===== config.mk =====
export PLATFORM = sky130hd
export DESIGN_NAME = fill_controller
export DESIGN_NICKNAME = d
export VERILOG_FILES = /design/src/rtl/fill_controller.sv
export SDC_FILE = /design/constraint.sdc
export NUM_CORES = 1
export LEC_CHECK = 0
export CAP_MARGIN = 10
export CORE_MARGIN = 2
export CORE_UTILIZATION = 54
export CTS_CLUSTER_DIAMETER = 200
export CTS_CLUSTER_SIZE = 20
export DETAILED_ROUTE_END_ITERATION = 10
export GPL_ROUTABILITY_DRIVEN = 0
export PLACE_DENSITY = 0.74
export SYNTH_ARGS = -nofsm -noshare
export SYNTH_HDL_FRONTEND = slang
export SYNTH_SLANG_ARGS = --single-unit

===== constraint.sdc =====
create_clock -name clk -period 2.1 [get_ports clk]
set_input_delay 0.42 -clock clk [delete_from_list [all_inputs] [get_ports clk]]
set_output_delay 0.42 -clock clk [all_outputs]
set_load 0.05 [all_outputs]

===== src/rtl/fill_controller.sv =====
// Fill stage of the washing-machine controller: drives the inlet valve and dosing
// pump, and latches the water_full / detergent_full qualifiers for the wash FSM.
module fill_controller #(
    parameter int unsigned TICK_DIV     = 20000000,
    parameter int unsigned FILL_TIMEOUT = 30,
    parameter int unsigned DOSE_TIME    = 3,
    parameter int unsigned DEBOUNCE     = 4
) (
    input  logic       clk,
    input  logic       reset,
    input  logic       power,
    input  logic       start,
    input  logic       water_level,
    input  logic       detergent_sensor,
    input  logic       finished,
    output logic       water_valve,
    output logic       detergent_pump,
    output logic       water_full,
    output logic       detergent_full,
    output logic       fill_error,
    output logic [2:0] fill_state
);

    localparam logic [2:0] IDLE       = 3'b000;
    localparam logic [2:0] FILL_WATER = 3'b001;
    localparam logic [2:0] DOSE       = 3'b010;
    localparam logic [2:0] READY      = 3'b011;
    localparam logic [2:0] ERROR      = 3'b100;

    localparam logic [31:0] DIV_LAST     = 32'(TICK_DIV - 1);
    localparam logic [7:0]  TIMEOUT_LAST = 8'(FILL_TIMEOUT - 1);
    localparam logic [7:0]  DOSE_LAST    = 8'(DOSE_TIME - 1);
    localparam logic [7:0]  DEB_LAST     = 8'(DEBOUNCE - 1);

    logic [2:0]  state;
    logic [2:0]  state_nxt;
    logic [31:0] div_cnt;
    logic [7:0]  tick_cnt;
    logic [7:0]  deb_cnt;
    logic        tick;
    logic        deb_done;
    logic        timeout;
    logic        dose_done;
    logic        timing_state;

    assign tick         = (div_cnt == DIV_LAST);
    assign deb_done     = water_level && (deb_cnt == DEB_LAST);
    assign timeout      = tick && (tick_cnt == TIMEOUT_LAST);
    assign dose_done    = tick && (tick_cnt == DOSE_LAST);
    assign timing_state = (state == FILL_WATER) || (state == DOSE);
    assign fill_state   = state;

    // With power off every legal state holds; only an illegal code is recovered.
    always_comb begin
        state_nxt = state;
        case (state)
            IDLE: begin
                if (power && start)
                    state_nxt = FILL_WATER;
            end
            FILL_WATER: begin
                if (power) begin
                    if (deb_done)
                        state_nxt = DOSE;
                    else if (timeout)
                        state_nxt = ERROR;
                end
            end
            DOSE: begin
                if (power && dose_done)
                    state_nxt = detergent_sensor ? READY : ERROR;
            end
            READY: begin
                if (power && finished)
                    state_nxt = IDLE;
            end
            ERROR: begin
                if (power && start)
                    state_nxt = IDLE;
            end
            default: state_nxt = IDLE;
        endcase
    end

    always_ff @(posedge clk or negedge reset) begin
        if (!reset) begin
            state <= IDLE;
        end else begin
            state <= state_nxt;
        end
    end

    // Counters restart on every state entry and only run while timing a fill or dose.
    always_ff @(posedge clk or negedge reset) begin
        if (!reset) begin
            div_cnt  <= '0;
            tick_cnt <= '0;
            deb_cnt  <= '0;
        end else if (power) begin
            if (state_nxt != state || !timing_state) begin
                div_cnt  <= '0;
                tick_cnt <= '0;
                deb_cnt  <= '0;
            end else begin
                div_cnt <= tick ? 32'd0 : div_cnt + 32'd1;
                if (tick)
                    tick_cnt <= tick_cnt + 8'd1;
                if (state == FILL_WATER)
                    deb_cnt <= water_level ? deb_cnt + 8'd1 : 8'd0;
            end
        end
    end

    // Outputs decode the state being entered, so they change on the same edge.
    always_ff @(posedge clk or negedge reset) begin
        if (!reset) begin
            water_valve    <= 1'b0;
            detergent_pump <= 1'b0;
            water_full     <= 1'b0;
            detergent_full <= 1'b0;
            fill_error     <= 1'b0;
        end else begin
            water_valve    <= power && (state_nxt == FILL_WATER);
            detergent_pump <= power && (state_nxt == DOSE);
            water_full     <= (state_nxt == READY);
            detergent_full <= (state_nxt == READY);
            fill_error     <= (state_nxt == ERROR);
        end
    end

endmodule


==> metrics.yaml, run 1 <==
finish:
  layout.nets: 464
  antenna_cells: 0
  regArea_um2: 1380
  instances_no_fill: 525
  area_growth_pct: 53.8
  multi_input_area_um2: 2100
  drive_gt1_share_pct: 47.2
  fillers: 228
  stdcell_area_um2: 4820
drt:
  drc: 0
  wirelength_um: 11700
  num_vias: 3428
  antenna_left: 0
  via_per_inst: 6.53
  wl_per_cell_um: 22.4
  firstDrtPassIters: 5
  drt_iter0_drc: 338
logic_synthesis:
  async_flop_share_pct: 100
  ys_warn_count: 0
  ys_types: 62
  syn_inst: 330
  synth.net_count: 342
  seq_area_frac_synth_pct: 43.9
  netlist.area_leader.share_pct: 43.9
  syn_area_per_cell_um2: 9.49
  synth-main-ff-cell: "dfrtp_1"
  synth_area_leader_cell: "dfrtp_1"
  synth_enable_flop_cells: 0
  syn_area_um2: 3130
  synth_area_leaders: "dfrtp_1, nor2_1, xnor2_1"
  ys_ff_latch: 55
pwr:
  seq_power_share_pct: 49.9
  share_clk_of_total_power_pct: 27.8
  p_switching_mw: 0.736
  peakVddDrop_mv: 0.477
  p_sw_share_pct: 31.1
  power_density_nw_per_um2: 491
  internal_power_mw: 1.63
  total_power_mw: 2.37
  combPwrFrac_pct: 22.4
  p_leak_nw: 2.12
worst_setup_path:
  crit_family: "simple AND/OR/NAND/NOR gates"
  required_ns: 2.32
  crit_path_top_delay_cell: "dfrtp_1"
  crit_path_max_incr_delay_ns: 0.46
  worstSetupPathDepth: 9
  path_cells: "nor4_4 > nand4_4 > nor3_4 > o21bai_4 > buf_4 > a211oi_4 > buf_6 > nand3_1 > o311ai_2"
  startpoint_type: "register"
  r2r_cells: 9
  arrival_ns: 2.63
  crit_fanout: 6
  critPathBufInv: 2
  cp-end-kind: "register"
  r2r_slack_ns: -0.31
  critPathKind: "register to register"
run:
  cap_violations: 0
timing:
  period_share_pct: 115
  tightest_slew_ns: 0.612
  layout_min_cycle_time_ns: 2.41
  finalClockSkew_ns: 0.0192
  relSlewSlack_pct: 58.9
  setup_viol: 50
  fmax_mhz: 415
  rsz0062_at_grt: "true"
  hold_violations: 0
  fin_ws_ns: -0.310
  drv_slew: 0
clock_tree:
  clock_path_buffers: 2
  cts_inserted_buffers: 5
  worstSkewPairLatency_ns: 0.34
  cts_max_level: 2
  cts_sinks: 55
  tritoncts: "built"
  clk_pin_slew_worst_paths_ns: 0.11
  clock-root-buffer: "clkbuf_8"
placement:
  io_buffers: 14
  dpl.cell_count: 495
  place_area_um2: 4000
  dp_hpwl_um: 5570
floorplanning:
  placementRows: 27
  ioPinCount: 15
  die_area_um2: 6430
  die_h_um: 80.2
  core_area_um2: 5540
  floorplan.initialDensity_pct: 56.5
  die_w_um: 80.2
grt:
  overflow: 0
  grt_pass1_vias: 3149
  grt_max_degree: 56
  antenna_found_initial: 0
  grt_usage_pct: 29.8
  grt_pass1_wl_um: 14900
min_path:
  hp-class: "primary input to async pin"
status:
  status: "complete, but fails checks"
  violations: "negative setup slack"
[stage by stage]
step	hold slack (ns)	setup TNS [ns]	utilization, %	setup WS (ns)
floorplan	0.124	-1.86	-	-0.117
global placement	0.444	-22.05	72.1	-0.612
detailed placement	0.446	-25.96	72.1	-0.743
CTS	0.0924	-1.87	78.0	-0.190
global route	0.0930	-12.88	87.0	-0.392
finish	0.0650	-9.46	87.0	-0.310
[power groups by stage]
| stage | sequential [mW] | clock [mW] | combinational (mW) |
|---|---|---|---|
| after floorplan | 1.20 | 0 | 0.138 |
| after global placement | 1.17 | 0 | 0.342 |
| after detailed placement | 1.17 | 0 | 0.356 |
| after CTS | 1.15 | 0.651 | 0.369 |
| after global routing | 1.18 | 0.687 | 0.553 |
| final | 1.18 | 0.657 | 0.529 |
[registers in the layout, summed over array words and instances, names as in the netlist]
signal	count
deb_cnt	8
detergent_full	1
detergent_pump	1
div_cnt	32
fill_error	1
fill_state	3
tick_cnt	8
water_valve	1
[area by class of cell]
type                    count  share of cell area (%)
inverters                  18                    1.40
clock inverters             2                   0.337
repair buffers            125                    22.4
clock buffers               6                    1.71
well taps                  72                    1.87
flip-flops and latches     55                    28.6
multi-input cells         247                    43.7
[layer usage]
metal / GRT usage, % / share of wire, % / vias to the layer above
met5: 0 / 0 / -
met4: 12.9 / 5.2 / 0
met3: 4.61 / 8.5 / 62
met2: 47.9 / 48 / 261
met1: 39.9 / 38 / 1681
li1: - / - / 1424
[cell families (layout without fill, tap and decap cells)]
group / count (synthesis) / after routing / synth area share, %
flip-flops: 55 / 55 / 43.9
AND/OR/NAND/NOR: 161 / 161 / 30.0
XOR/XNOR: 24 / 24 / 6.71
multiplexers: 2 / 2 / 0.679
AO/OA/AOI/OAI: 55 / 55 / 12.8
buffers and inverters: 28 / 151 / 3.87
adder cells (fa/ha/maj): 5 / 5 / 2.00
[Yosys cell counts (all sizes together) (2+ instances only)]
master   n
o22ai    6
a21oi   12
o21ai   15
ha       5
nor3     8
nand2b   7
buf      9
o311ai   3
xor2    10
dfrtp   55
and3     8
nand3   17
o31a     2
nand4   13
and4     5
and2     5
nand2   31
o41ai    3
inv     17
o31ai    2
or4      2
nor4b    5
nor2    41
nor2b    2
or3      7
xnor2   14
nor4     4
[timing repair]
| action | 4_1_cts | 5_1_grt |
|---|---|---|
| buffers inserted | 10 | 10 |
| setup endpoints to repair | 46 | 52 |
| gates cloned | 0 | 3 |
| resized for setup | 31 | 93 |
| pin swaps | 8 | 45 |
| hold buffers | 0 | 0 |
[worst reg2reg max path: cells and delay by family (launching register included)]
family	cells	cell delay, ns
DFF	1	0.46
and+or+nand+nor	4	0.98
AOI/OAI and AO/OA	3	0.52
buffers and inverters	2	0.34
[worst paths after layout]
path	end	from
max in group asynchronous	fill_state[1]	reset
min in group clk	div_cnt[31]	div_cnt[31]
max	tick_cnt[6]	div_cnt[26]
max reg2reg	tick_cnt[6]	div_cnt[26]
min reg2reg	div_cnt[31]	div_cnt[31]
min	div_cnt[15]	reset
[cells in the final DEF, fill, tap and decap left out, drive strengths merged, types with 2 or more instances in the layout]
cell type / n
o31a: 2
or3: 7
dfrtp: 55
clkdlybuf4s50: 8
xor2: 10
and3: 8
clkbuf: 8
o31ai: 2
nand4: 13
nand2b: 7
and2: 5
nor4: 4
buf: 113
ha: 5
nor2: 41
nor3: 8
nand2: 31
inv: 17
and4: 5
o311ai: 3
clkinv: 2
or4: 2
xnor2: 14
nor2b: 2
nor4b: 5
o22ai: 6
a21oi: 12
o41ai: 3
nand3: 17
o21ai: 15
Power figures use the tool's default switching activity.
==> run 2, diff against run 1 <==
--- a/config.mk
+++ b/config.mk
@@ -12,7 +12,7 @@
 export CTS_CLUSTER_SIZE = 20
 export DETAILED_ROUTE_END_ITERATION = 10
 export GPL_ROUTABILITY_DRIVEN = 0
-export PLACE_DENSITY = 0.74
+export PLACE_DENSITY = 0.86
 export SYNTH_ARGS = -nofsm -noshare
 export SYNTH_HDL_FRONTEND = slang
 export SYNTH_SLANG_ARGS = --single-unit
==> run 2 against run 1 <==
The run still ends with negative setup slack left. Die area unchanged. Total power is 0.18% higher. Register-to-register slack worse by 0.29 ns. Critical path type unchanged.
==> metrics.yaml, run 2 (synthesis results as in run 1) <==
worst_setup_path:
  cpMostUsedCell: "buf_4"
  critPathKind: "register to register"
  r2r_cells: 10  # +1
  crit_fanout: 4  # -2
  critPathLaunch: "div_cnt[7]"
  crit_end: "tick_cnt[7]"
  required_ns: 2.32  # about the same
  rr_endpoint: "tick_cnt[7]"
  cp-end-kind: "register"
  crit_path_top_delay_cell: "dfrtp_1"
  startpoint_type: "register"
  crit_path_max_incr_delay_ns: 0.49  # +0.03 ns
  path_cells: "buf_6 > nand4_1 > buf_4 > buf_4 > nor3_1 > buf_4 > nand4_1 > o21ai_1 > o41ai_2 > a22o_1"
  r2r_slack_ns: -0.60  # -0.29 ns
  rr_startpoint: "div_cnt[7]"
  arrival_ns: 2.92  # +0.29 ns
drt:
  drt_iter0_drc: 624  # +85%
  antenna_left: 0  # unchanged
  wl_per_cell_um: 25.7  # +15%
  via_per_inst: 7.04  # +7.9%
  num_vias: 3754  # +9.5%
  wirelength_um: 13700  # +16%
  firstDrtPassIters: 6  # +1
  drc: 0  # unchanged
timing:
  hold_slack_ns: 0.0730  # +0.00804 ns
  setup_viol: 54  # +8.0%
  fmax_mhz: 370  # -11%
  layout_min_cycle_time_ns: 2.70  # +0.293 ns
  hold_violations: 0  # unchanged
  drv_slew: 0  # unchanged
  tightest_slew_ns: 0.551  # -0.0606 ns
  relSlewSlack_pct: 63.1  # +4.2 points
  period_share_pct: 129  # +14 points
  fin_ws_ns: -0.603  # -0.293 ns
  setup_tns_ns: -19.21  # -9.75 ns
  rsz0062_at_grt: "true"
  finalClockSkew_ns: 0.0110  # -0.00814 ns
floorplanning:
  die_h_um: 80.2  # unchanged
  die_area_um2: 6430  # unchanged
  placementRows: 27  # unchanged
  core_area_um2: 5540  # unchanged
  floorplan.initialDensity_pct: 56.5  # unchanged
  ioPinCount: 15  # unchanged
  die_w_um: 80.2  # unchanged
grt:
  grt_max_degree: 56  # unchanged
  grt_pass1_vias: 3502  # +11%
  grt_pass1_wl_um: 17900  # +21%
  overflow: 0  # unchanged
  antenna_found_initial: 0  # unchanged
  grt_usage_pct: 36.8  # +7.0 points
finish:
  final_common_cell: "buf_4"
  largest_register: "div_cnt"
  layout.nets: 472  # +1.7%
  drive_gt1_share_pct: 46.6  # -0.60 points
  top_regs: "div_cnt x32, deb_cnt x8, tick_cnt x8"
  stdcell_area_um2: 4800  # -0.47%
  largest_register_ffs: 32  # unchanged
  antenna_cells: 0  # unchanged
  final_cell_mix: "buf_4, dfrtp_1, nor2_1, nand2_1"
  area_growth_pct: 53.1
run:
  cap_violations: 0  # unchanged
pwr:
  p_leak_nw: 2.17  # +2.2%
  power_density_nw_per_um2: 494  # +0.65%
  peakVddDrop_mv: 0.486  # +1.9%
status:
  violations: "negative setup slack"
  status: "complete, but fails checks"
clock_tree:
  clock-root-buffer: "clkbuf_8"
  clk_pin_slew_worst_paths_ns: 0.12  # about the same
  cts_inserted_buffers: 5  # unchanged
  tritoncts: "built"
  cts_max_level: 2  # unchanged
  worstSkewPairLatency_ns: 0.34  # about the same
  cts_sinks: 55  # unchanged
  clock_path_buffers: 2  # unchanged
placement:
  place_area_um2: 4040  # +1.1%
  io_buffers: 14  # unchanged
  dp_hpwl_um: 6100  # +9.5%
  dp_slack_ns: -0.799  # -0.0563 ns
min_path:
  hp-class: "primary input to async pin"
[run 2: cell types whose count changed in the layout (fill, tap and decap cells not counted), moves of 4 or more]
cell     change
o21ai_0      +4
buf_4       +14
nor2_2       -6
and3_1       -4
and3_4       +4
nor2_4      -17
nor2_1      +23
[run 2: final cells by class]
type	instances	area, µm²
multi-input combinational	247	2080
fill	244	743
clock buffer	5	68.8
sequential	55	1380
timing repair buffer	133	1080
inverter	18	67.6
clock inverter	3	23.8
tap	72	90.1
[run 2: per-layer routing]
| metal | global-route usage [%] | routed length (µm) | vias up | part of all wire [%] |
|---|---|---|---|---|
| met5 | 0 | 0 | - | 0 |
| met3 | 7.75 | 1860 | 137 | 14 |
| li1 | - | - | 1447 | - |
| met1 | 45.2 | 4770 | 1724 | 35 |
| met2 | 60.7 | 6010 | 446 | 44 |
| met4 | 19.5 | 1040 | 0 | 7.6 |
[run 2: what timing repair did]
action / CTS / global route
hold endpoints to repair: 0 / 0
cloned: 0 / 0
hold buffers: 0 / 0
setup endpoints to repair: 52 / 52
pin swaps: 29 / 22
buffers inserted: 13 / 15
resized for setup: 45 / 52
[run 2: worst min-delay path by stage]
stage / to / depth (start not counted) / slack (ns) / start
2_1_floorplan: deb_cnt[0] / 0 / 0.12 / reset
3_3_place_gp: div_cnt[13] / 2 / 0.44 / reset
3_5_place_dp: div_cnt[17] / 2 / 0.44 / reset
4_1_cts: div_cnt[17] / 2 / 0.09 / reset
5_1_grt: div_cnt[16] / 2 / 0.11 / reset
6_report: div_cnt[20] / 2 / 0.07 / reset
[run 2: report_power, final]
| group | internal (mW) | total, mW | switching [mW] |
|---|---|---|---|
| Combinational | 0.235 | 0.528 | 0.293 |
| Sequential | 1.12 | 1.19 | 0.0696 |
| Clock | 0.240 | 0.655 | 0.415 |
[run 2: through the flow]
step | cells | power [mW] | util (%)
final | 533 | 2.37 | 86.6
after global routing | 533 | 2.41 | 86.6
after CTS | 521 | 2.22 | 79.9
after detailed placement | 501 | 1.57 | 72.9
after global placement | 501 | 1.54 | 72.9
after floorplan | 330 | 1.34 | -
[run 2: critical path: cells and delay by family, from the launching register on]
family	cells	cell delay (ns)
AO/OA/AOI/OAI	3	0.63
buffers and inverters	4	0.72
AND/OR/NAND/NOR	3	0.75
flip-flops	1	0.49
==> run 3, diff against run 2 <==
==> constraint.sdc (replaced) <==
create_clock -name clk -period 2.4 [get_ports clk]
set_input_delay 0.48 -clock clk [delete_from_list [all_inputs] [get_ports clk]]
set_output_delay 0.48 -clock clk [all_outputs]
set_load 0.05 [all_outputs]
==> run 3 against run 2 <==
Sequential share of layout area grew 5.2 points. Via count shrank 18%. Utilization shrank 13 points. Critical endpoint is now tick_cnt[4]. Setup slack gained 0.54 ns. The run still ends with negative setup slack left. Sequential cell count is the same. Critical path depth is the same. Largest power group unchanged. Die area is the same. Hold slack gained 0.072 ns. Clock power shrank 13%. Cell count shrank 12%. Global-route usage shrank 9.9 points.
==> metrics.yaml, run 3 (synthesis results as in run 1) <==
floorplanning:
  die_w_um: 80.2  # unchanged
  placementRows: 27  # unchanged
  die_h_um: 80.2  # unchanged
  floorplan.initialDensity_pct: 56.5  # unchanged
  core_area_um2: 5540  # unchanged
  die_area_um2: 6430  # unchanged
  ioPinCount: 15  # unchanged
grt:
  grt_usage_pct: 26.9  # -9.9 points
  grt_pass1_wl_um: 13400  # -25%
  grt_pass1_vias: 2812  # -20%
  grt_max_degree: 56  # unchanged
  overflow: 0  # unchanged
  antenna_found_initial: 0  # unchanged
clock_tree:
  cts_max_level: 2  # unchanged
  clock-root-buffer: "clkbuf_8"
  ctsHoldBuffers: 0  # unchanged
  cts_sinks: 55  # unchanged
  clk_pin_slew_worst_paths_ns: 0.11  # about the same
  clock_path_buffers: 2  # unchanged
  cts_inserted_buffers: 5  # unchanged
  tritoncts: "built"
  worstSkewPairLatency_ns: 0.32  # -0.02 ns
timing:
  tightest_slew_ns: 0.510  # -0.0417 ns
  hold_violations: 0  # unchanged
  fin_ws_ns: -0.0659  # +0.537 ns
  setup_tns_ns: -0.431  # +18.78 ns
  period_share_pct: 103  # -26 points
  relSlewSlack_pct: 65.9  # +2.8 points
  layout_min_cycle_time_ns: 2.47  # -0.237 ns
  setup_viol: 14  # -74%
  finalClockSkew_ns: 0.0114  # +0.000423 ns
  rsz0062_at_grt: "true"
  fmax_mhz: 406  # +9.6%
  hold_slack_ns: 0.145  # +0.0721 ns
  drv_slew: 0  # unchanged
placement:
  dp_hpwl_um: 5180  # -15%
  io_buffers: 14  # unchanged
  dpl.cell_count: 445  # -11%
  place_area_um2: 3620  # -10%
finish:
  final_cell_mix: "buf_4, dfrtp_1, nor2_1, nand2_1, inv_1"
  drive_gt1_share_pct: 29.0  # -18 points
  instances_no_fill: 468  # -12%
  antenna_cells: 0  # unchanged
  largest_register: "div_cnt"
  top_regs: "div_cnt x32, deb_cnt x8, tick_cnt x8"
  stdcell_area_um2: 4080  # -15%
  final_common_cell: "buf_4"
  area_growth_pct: 30.2
  largest_register_ffs: 32  # unchanged
  layout.nets: 407  # -14%
pwr:
  peakVddDrop_mv: 0.321  # -34%
  power_density_nw_per_um2: 458  # -7.3%
  total_power_mw: 1.87  # -21%
  p_leak_nw: 1.78  # -18%
drt:
  via_per_inst: 6.61  # -6.2%
  num_vias: 3092  # -18%
  drc: 0  # unchanged
  firstDrtPassIters: 5  # -1
  drt_iter0_drc: 476  # -24%
  wl_per_cell_um: 20.8  # -19%
  antenna_left: 0  # unchanged
  wirelength_um: 9740  # -29%
min_path:
  hp-class: "primary input to async pin"
worst_setup_path:
  critPathKind: "register to register"
  crit_path_max_incr_delay_ns: 0.45  # -0.04 ns
  r2r_slack_ns: -0.07  # +0.54 ns
  rr_endpoint: "tick_cnt[4]"
  rr_startpoint: "div_cnt[9]"
  cpMostUsedCell: "buf_4"
  required_ns: 2.61  # +0.29 ns
  r2r_cells: 10  # unchanged
  crit_fanout: 7  # +3
  path_cells: "nor4b_2 > nand4_4 > nor3_4 > buf_4 > o221a_4 > a211oi_4 > buf_6 > buf_4 > nand2_1 > o21ai_0"
  startpoint_type: "register"
  cp-end-kind: "register"
  crit_path_top_delay_cell: "nor4b_2"
  arrival_ns: 2.67  # -0.25 ns
status:
  violations: "negative setup slack"
  status: "complete, but fails checks"
run:
  cap_violations: 0  # unchanged
==> run 3: metal layers <==
metal  wire length (µm)  vias up  GRT usage, %
met4                569        0          8.64
met2               4610      247          44.3
met1               3680     1468          36.1
met5                  0        -             0
met3                892       72          4.83
li1                   -     1305             -
==> run 3: repair_timing <==
item                                    4_1_cts  5_1_grt
endpoints found under the setup margin       16       46
pin swaps                                     5       18
endpoints found under the hold margin         0        0
buffers inserted                              4       12
resized for setup                            17       30
==> run 3: area by class of cell <==
cell class	count	area, µm²
Clock buffer	6	82.6
Clock inverter	2	16.3
Fill cell	337	1460
Inverter	18	67.6
Multi-Input combinational cell	247	1860
Sequential cell	55	1390
Tap cell	72	90.1
Timing Repair Buffer	68	576
==> run 3: worst max path at each step <==
| stage | from | endpoint | slack, ns | depth (start not counted) |
|---|---|---|---|---|
| 2_1_floorplan | power | deb_cnt[5] | 0.02 | 8 |
| 3_3_place_gp | power | deb_cnt[7] | -0.32 | 9 |
| 3_5_place_dp | power | tick_cnt[6] | -0.48 | 11 |
| 4_1_cts | div_cnt[14] | tick_cnt[5] | 0.001 | 10 |
| 5_1_grt | div_cnt[4] | div_cnt[23] | -0.14 | 6 |
| 6_report | div_cnt[9] | tick_cnt[4] | -0.07 | 10 |
==> run 3: critical path, delay by kind of cell (launching register included) <==
family	cells	cell delay (ns)
flip-flops	1	0.44
buffers and inverters	3	0.45
AND/OR/NAND/NOR	4	1.05
AO/OA/AOI/OAI	3	0.41
==> run 3: where the power goes <==
group          internal, mW  switching, mW  total, mW
combinational         0.106          0.134      0.241
sequential            0.977         0.0821       1.06
clock                 0.237          0.331      0.567
total                  1.32          0.547       1.87
==> run 3: per-stage QoR <==
step	worst slack (ns)	utilization (%)
2_1_floorplan	0.0216	-
3_3_place_gp	-0.320	65.4
3_5_place_dp	-0.484	65.4
4_1_cts	0.00110	69.8
5_1_grt	-0.141	73.6
6_report	-0.0659	73.6
